**src/rtl/hilo_pkg.sv**
```systemverilog
// Shared encodings and defaults for the HI/LO sequencer: op_sel codes, FSM states,
// default latencies and the latency-counter width helper.
package hilo_pkg;

    localparam logic [1:0] OP_DIV  = 2'b00;
    localparam logic [1:0] OP_MULT = 2'b01;
    localparam logic [1:0] OP_MTHI = 2'b10;
    localparam logic [1:0] OP_MTLO = 2'b11;

    typedef enum logic [1:0] {
        S_IDLE   = 2'b00,
        S_LAUNCH = 2'b01,
        S_WAIT   = 2'b10
    } state_e;

    localparam int DEF_WIDTH       = 32;
    localparam int DEF_DIV_CYCLES  = 33;
    localparam int DEF_MULT_CYCLES = 33;

    // Wide enough to hold the larger latency without wrapping.
    function automatic int cnt_width(input int a, input int b);
        return $clog2(((a > b) ? a : b) + 1);
    endfunction

endpackage

```
**src/rtl/hilo_lat_counter.sv**
```systemverilog
// Loadable down-counter timing the divider/multiplier latency; is_one_o flags the
// final cycle so the owner can capture on that edge.
module hilo_lat_counter
    import hilo_pkg::*;
#(
    parameter int CNT_W = 6
) (
    input  logic             clk,
    input  logic             reset,
    input  logic             load_i,
    input  logic             en_i,
    input  logic [CNT_W-1:0] load_val_i,
    output logic             is_one_o
);

    logic [CNT_W-1:0] cnt_q;
    logic [CNT_W-1:0] cnt_d;

    // Load has priority; decrement saturates at zero.
    always_comb begin
        cnt_d = cnt_q;
        if (load_i) begin
            cnt_d = load_val_i;
        end else if (en_i && (cnt_q != '0)) begin
            cnt_d = cnt_q - 1'b1;
        end
    end

    always_ff @(posedge clk) begin
        if (reset) begin
            cnt_q <= '0;
        end else begin
            cnt_q <= cnt_d;
        end
    end

    assign is_one_o = (cnt_q == CNT_W'(1));

endmodule

```
**src/rtl/hilo_ctrl.sv**
```systemverilog
// HI/LO register bank and sequencer for the multicycle divider/multiplier.
// Define HILO_FWD_EN to bypass pending writes combinationally onto hi/lo.
module hilo_ctrl
    import hilo_pkg::*;
#(
    parameter int WIDTH       = DEF_WIDTH,
    parameter int DIV_CYCLES  = DEF_DIV_CYCLES,
    parameter int MULT_CYCLES = DEF_MULT_CYCLES
) (
    input  logic             clk,
    input  logic             reset,
    input  logic             op_start,
    input  logic [1:0]       op_sel,
    input  logic [WIDTH-1:0] wr_data,
    input  logic [WIDTH-1:0] div_hi,
    input  logic [WIDTH-1:0] div_lo,
    input  logic             div_exc,
    input  logic [WIDTH-1:0] mult_hi,
    input  logic [WIDTH-1:0] mult_lo,
    output logic             div_init,
    output logic             mult_init,
    output logic             busy,
    output logic             done,
    output logic             div_zero,
    output logic [WIDTH-1:0] hi,
    output logic [WIDTH-1:0] lo
);

    localparam int CNT_W = cnt_width(DIV_CYCLES, MULT_CYCLES);

    state_e           state_q, state_d;
    logic             op_div_q, op_div_d;
    logic             done_q, done_d;
    logic             div_zero_q, div_zero_d;
    logic [WIDTH-1:0] hi_q, hi_d;
    logic [WIDTH-1:0] lo_q, lo_d;

    logic             cnt_load;
    logic             cnt_en;
    logic [CNT_W-1:0] cnt_load_val;
    logic             cnt_is_one;

    hilo_lat_counter #(
        .CNT_W (CNT_W)
    ) u_lat_counter (
        .clk        (clk),
        .reset      (reset),
        .load_i     (cnt_load),
        .en_i       (cnt_en),
        .load_val_i (cnt_load_val),
        .is_one_o   (cnt_is_one)
    );

    assign cnt_load_val = op_div_q ? CNT_W'(DIV_CYCLES) : CNT_W'(MULT_CYCLES);

    always_comb begin
        state_d    = state_q;
        op_div_d   = op_div_q;
        done_d     = 1'b0;
        div_zero_d = div_zero_q;
        hi_d       = hi_q;
        lo_d       = lo_q;
        cnt_load   = 1'b0;
        cnt_en     = 1'b0;
        div_init   = 1'b0;
        mult_init  = 1'b0;
        busy       = 1'b0;

        case (state_q)
            S_IDLE: begin
                if (op_start) begin
                    div_zero_d = 1'b0;
                    case (op_sel)
                        OP_DIV: begin
                            op_div_d = 1'b1;
                            state_d  = S_LAUNCH;
                        end
                        OP_MULT: begin
                            op_div_d = 1'b0;
                            state_d  = S_LAUNCH;
                        end
                        OP_MTHI: hi_d = wr_data;
                        OP_MTLO: lo_d = wr_data;
                        default: ;
                    endcase
                end
            end
            S_LAUNCH: begin
                busy      = 1'b1;
                div_init  = op_div_q;
                mult_init = ~op_div_q;
                cnt_load  = 1'b1;
                state_d   = S_WAIT;
            end
            S_WAIT: begin
                busy   = 1'b1;
                cnt_en = 1'b1;
                // Last latency cycle: the unit's result is stable, capture it.
                if (cnt_is_one) begin
                    state_d = S_IDLE;
                    done_d  = 1'b1;
                    if (op_div_q) begin
                        if (div_exc) begin
                            div_zero_d = 1'b1;
                        end else begin
                            hi_d = div_hi;
                            lo_d = div_lo;
                        end
                    end else begin
                        hi_d = mult_hi;
                        lo_d = mult_lo;
                    end
                end
            end
            default: state_d = S_IDLE;
        endcase
    end

    always_ff @(posedge clk) begin
        if (reset) begin
            state_q    <= S_IDLE;
            op_div_q   <= 1'b0;
            done_q     <= 1'b0;
            div_zero_q <= 1'b0;
            hi_q       <= '0;
            lo_q       <= '0;
        end else begin
            state_q    <= state_d;
            op_div_q   <= op_div_d;
            done_q     <= done_d;
            div_zero_q <= div_zero_d;
            hi_q       <= hi_d;
            lo_q       <= lo_d;
        end
    end

    assign done     = done_q;
    assign div_zero = div_zero_q;

    // Next-state values already encode exactly what the bypass must show.
`ifdef HILO_FWD_EN
    assign hi = hi_d;
    assign lo = lo_d;
`else
    assign hi = hi_q;
    assign lo = lo_q;
`endif

endmodule

```
**config.mk**
```make
export PLATFORM = sky130hd
export DESIGN_NAME = hilo_ctrl
export DESIGN_NICKNAME = d
export VERILOG_FILES = /design/src/rtl/hilo_pkg.sv /design/src/rtl/hilo_lat_counter.sv /design/src/rtl/hilo_ctrl.sv
export SDC_FILE = /design/constraint.sdc
export NUM_CORES = 1
export LEC_CHECK = 0
export ABC_CLOCK_PERIOD_IN_PS = 3510
export CAP_MARGIN = 5
export CORE_MARGIN = 3
export CORE_UTILIZATION = 45
export CTS_BUF_LIST = sky130_fd_sc_hd__clkbuf_4 sky130_fd_sc_hd__clkbuf_8
export CTS_CLUSTER_SIZE = 28
export DETAILED_ROUTE_END_ITERATION = 6
export HOLD_SLACK_MARGIN = 0.03
export PLACE_DENSITY_LB_ADDON = 0.08
export SETUP_SLACK_MARGIN = 0.5
export SLEW_MARGIN = 0
export SYNTH_ARGS = -nofsm -noshare
export SYNTH_HDL_FRONTEND = slang
export SYNTH_HIERARCHICAL = 1
export SYNTH_SLANG_ARGS = --single-unit
```
**constraint.sdc**
```tcl
create_clock -name clk -period 3.51 [get_ports clk]
set_clock_uncertainty 0.15 [all_clocks]
set_input_delay 0.702 -clock clk [delete_from_list [all_inputs] [get_ports clk]]
set_output_delay 0.702 -clock clk [all_outputs]
set_load 0.005 [all_outputs]
```
==> metrics.md <==
| Metric | Value |
|---|---|
| Area leader, netlist | dfxtp_1 |
| FFs w/ async S/R, synth | 0% |
| Distinct cells, synth | between 40 and 50 |
| # IOs | approximately 240 |
| Max-Cap Viols | 0 |
| Area growth syn-to-layout | 51.66% |
| Critical Path RT | roughly 2700 ps |
| Worst-path clk slew | roughly 70 ps |
| Post-synth EDFFs | 0 |
| Die Wd | roughly 110 um |
| Clock root cell | clkbuf_8 |
| Fmax achieved | approximately 350 MHz |
| Grt total ovfl | 0 |
| Final worst path period share | approximately four fifths |
| Fraction of layout cells with a size suffix above 1 | a little over an eighth |
| # Post-CTS Setup Buffers | 0 |
| Syn Area/Cell | approximately 10 sq um |
| CP Data Arrival Time | about 2000 ps |
| DRT Wirelength | 14.10 mm |
| Main synth FF type | dfxtp_1 |
| # setup viols final | 0 |
| Synthesized area | between 4000 and 5000 sq um |
| Antenna viol nets, final | 0 |
| Final hold viol count | 0 |
| Port Buf Inserts | 234 |
| Synth top area cells | dfxtp_1 (31%), mux2_4 (18%), mux2i_1 (13%) |
| Min-Delay Path Class | reg -> reg |
| Core box area | between 10000 and 15000 sq um |
| Clock Tree Buf Depth | 2 |
| CTS tree | done |
| Total negative slack | 0 ps |
| Antenna violations before repair | 0 |
| Drt wl/cell | about 17 um |
| Sequential share of the synthesized area | between 30% and 40% |
| Tot GR Track Use | between 20% and 30% |
| Initial DRC count | 133 |
| GP Congestion | 0.7894 |
| Die area | roughly 12000 sq um |
| Nets | between 800 and 900 |
| Hold buffer count at cts | 0 |
| Starting Density | 46.85% |
| Core Rows | 37 |
| Largest net degree at the start of global routing | 92 |
| Vias | 4235 |
| Max IR drop VDD | between 0.0007 and 0.0008 V |
| Max FO, Critical Path | 14 |
| Worst setup SP type | flip-flop |
| Clock latency on the worst-skew pair | 340 ps |
| Post-Synthesis Cells | 480 |
| CP endpoint kind | output port |
| Slew Limit Fails | 0 |
| Slew @ Worst Pin | slightly below 900 ps |
| RSZ-0062 raised after global routing | false |
| Most frequent cell after synthesis | dfxtp_1 |
| Static Leakage | roughly 3 nW |
| Status | finished clean |
| Worst rel slew slack | between 40% and 50% |
| Pwr dens | roughly 660 nW/um^2 |
| CTS Buf Count | 9 |
| Antenna diodes | 0 |
| H-tree lvl count | 3 |
| Post-detail-place hpwl | around 11 mm |
| Vias in the first global route | about 4400 |
| # DRC | 0 |
| Height of the die | approximately 110 um |
| WS Path Type | reg -> out |
| # resized after CTS | 0 |
| Post-synth top cells | dfxtp_1 (75), a21oi_1 (67), mux2i_1 (66), nor2b_1 (66), mux2_4 (60) |
| Pre-antenna DRT Iters | 4 |
| Vias per cell | roughly 5 |
| First-pass GRT wire length | between 20 and 25 mm |
| Power, Total | 0.004909 W |
| Fin crit period | 2836 ps |
| Top-area cell type share of the netlist area | 30.63% |
| Seq cells post-synth | 75 |
| Warnings from Yosys | 6 |
| Clock Sinks | between 70 and 80 |
-- final cells by class --
cell class              count  area [sq um]
clock buffers              10         137.6
clock inverters             6         87.58
fillers                   870          3028
inverters                   8         30.03
multi-input cells         363          3112
flip-flops and latches     75          1505
well taps                 136         170.2
repair buffers            241          2392
-- state kept, by name, summed over array words and instances (netlist names) --
register and cells:
u_lat_counter/cnt_q 6, div_zero 1, state_q 2, lo 32, hi 32, done 1
op_div_q 1
-- where the power goes --
part	switching, W	internal, W	leakage (nW)
Clock	0.000331	0.000420	0.113
Combinational	0.00114	0.00164	2.28
Sequential	0.000189	0.00119	0.615
-- metrics by stage --
stage          hold WS (ps)  std cells  utilization (%)  instance area, sq um  worst slack (ps)
2_1_floorplan         314.4        484                -                  4917              1379
3_3_place_gp          304.8        823            68.91                  7209              1055
4_1_cts               344.9        839            71.06                  7435             654.6
5_1_grt               379.4        839            71.06                  7435             510.8
3_5_place_dp          315.4        823            68.91                  7209              1011
6_report              340.6        839            71.06                  7435             673.7
-- worst max-delay path, stage by stage, from the launching register on --
cell and delay, ps:
dfxtp_1 360, inv_1 120, ha_1 470, nor2b_1 180, clkdlybuf4s50_1 510
-- path summary, 6_finish.rpt --
check        depth (start not counted)                     end  slack [ps]  startpoint
min reg2reg                          1                div_zero         340    div_zero
max                                  4               mult_init         670  state_q[1]
min                                  1                div_zero         340    div_zero
max reg2reg                          5  u_lat_counter/cnt_q[5]        1100  state_q[0]
-- routing by layer --
| layer | vias to the layer above | wire [um] | global-route usage, % |
|---|---|---|---|
| li1 | 2129 | - | - |
| met1 | 1925 | 5613 | 27.17 |
| met2 | 160 | 6933 | 39.12 |
| met3 | 21 | 1250 | 5.416 |
| met4 | 0 | 298 | 8.267 |
| met5 | - | 0 | 0 |
-- cell families after synthesis --
logic type,count (synthesis),share of synthesized area [%]
muxes,130,32.77
AOI/OAI and AO/OA,118,15.11
and+or+nand+nor,101,12.84
DFF,75,30.63
buffers and inverters,46,6.458
adders and majority gates,8,2.042
other,2,0.1532
-- layout by cell type, fill, tap and decap left out, drive strengths merged, types with 3 or more instances in the layout --
master / count
o211ai: 3
dfxtp: 75
o21bai: 32
nor2b: 66
mux2i: 66
clkbuf: 10
buf: 8
inv: 9
nor3: 3
nor2: 9
clkdlybuf4s50: 233
mux2: 64
a21oi: 67
conb: 6
ha: 8
nand2: 9
Note: power is estimated with default switching activity, not from simulation.
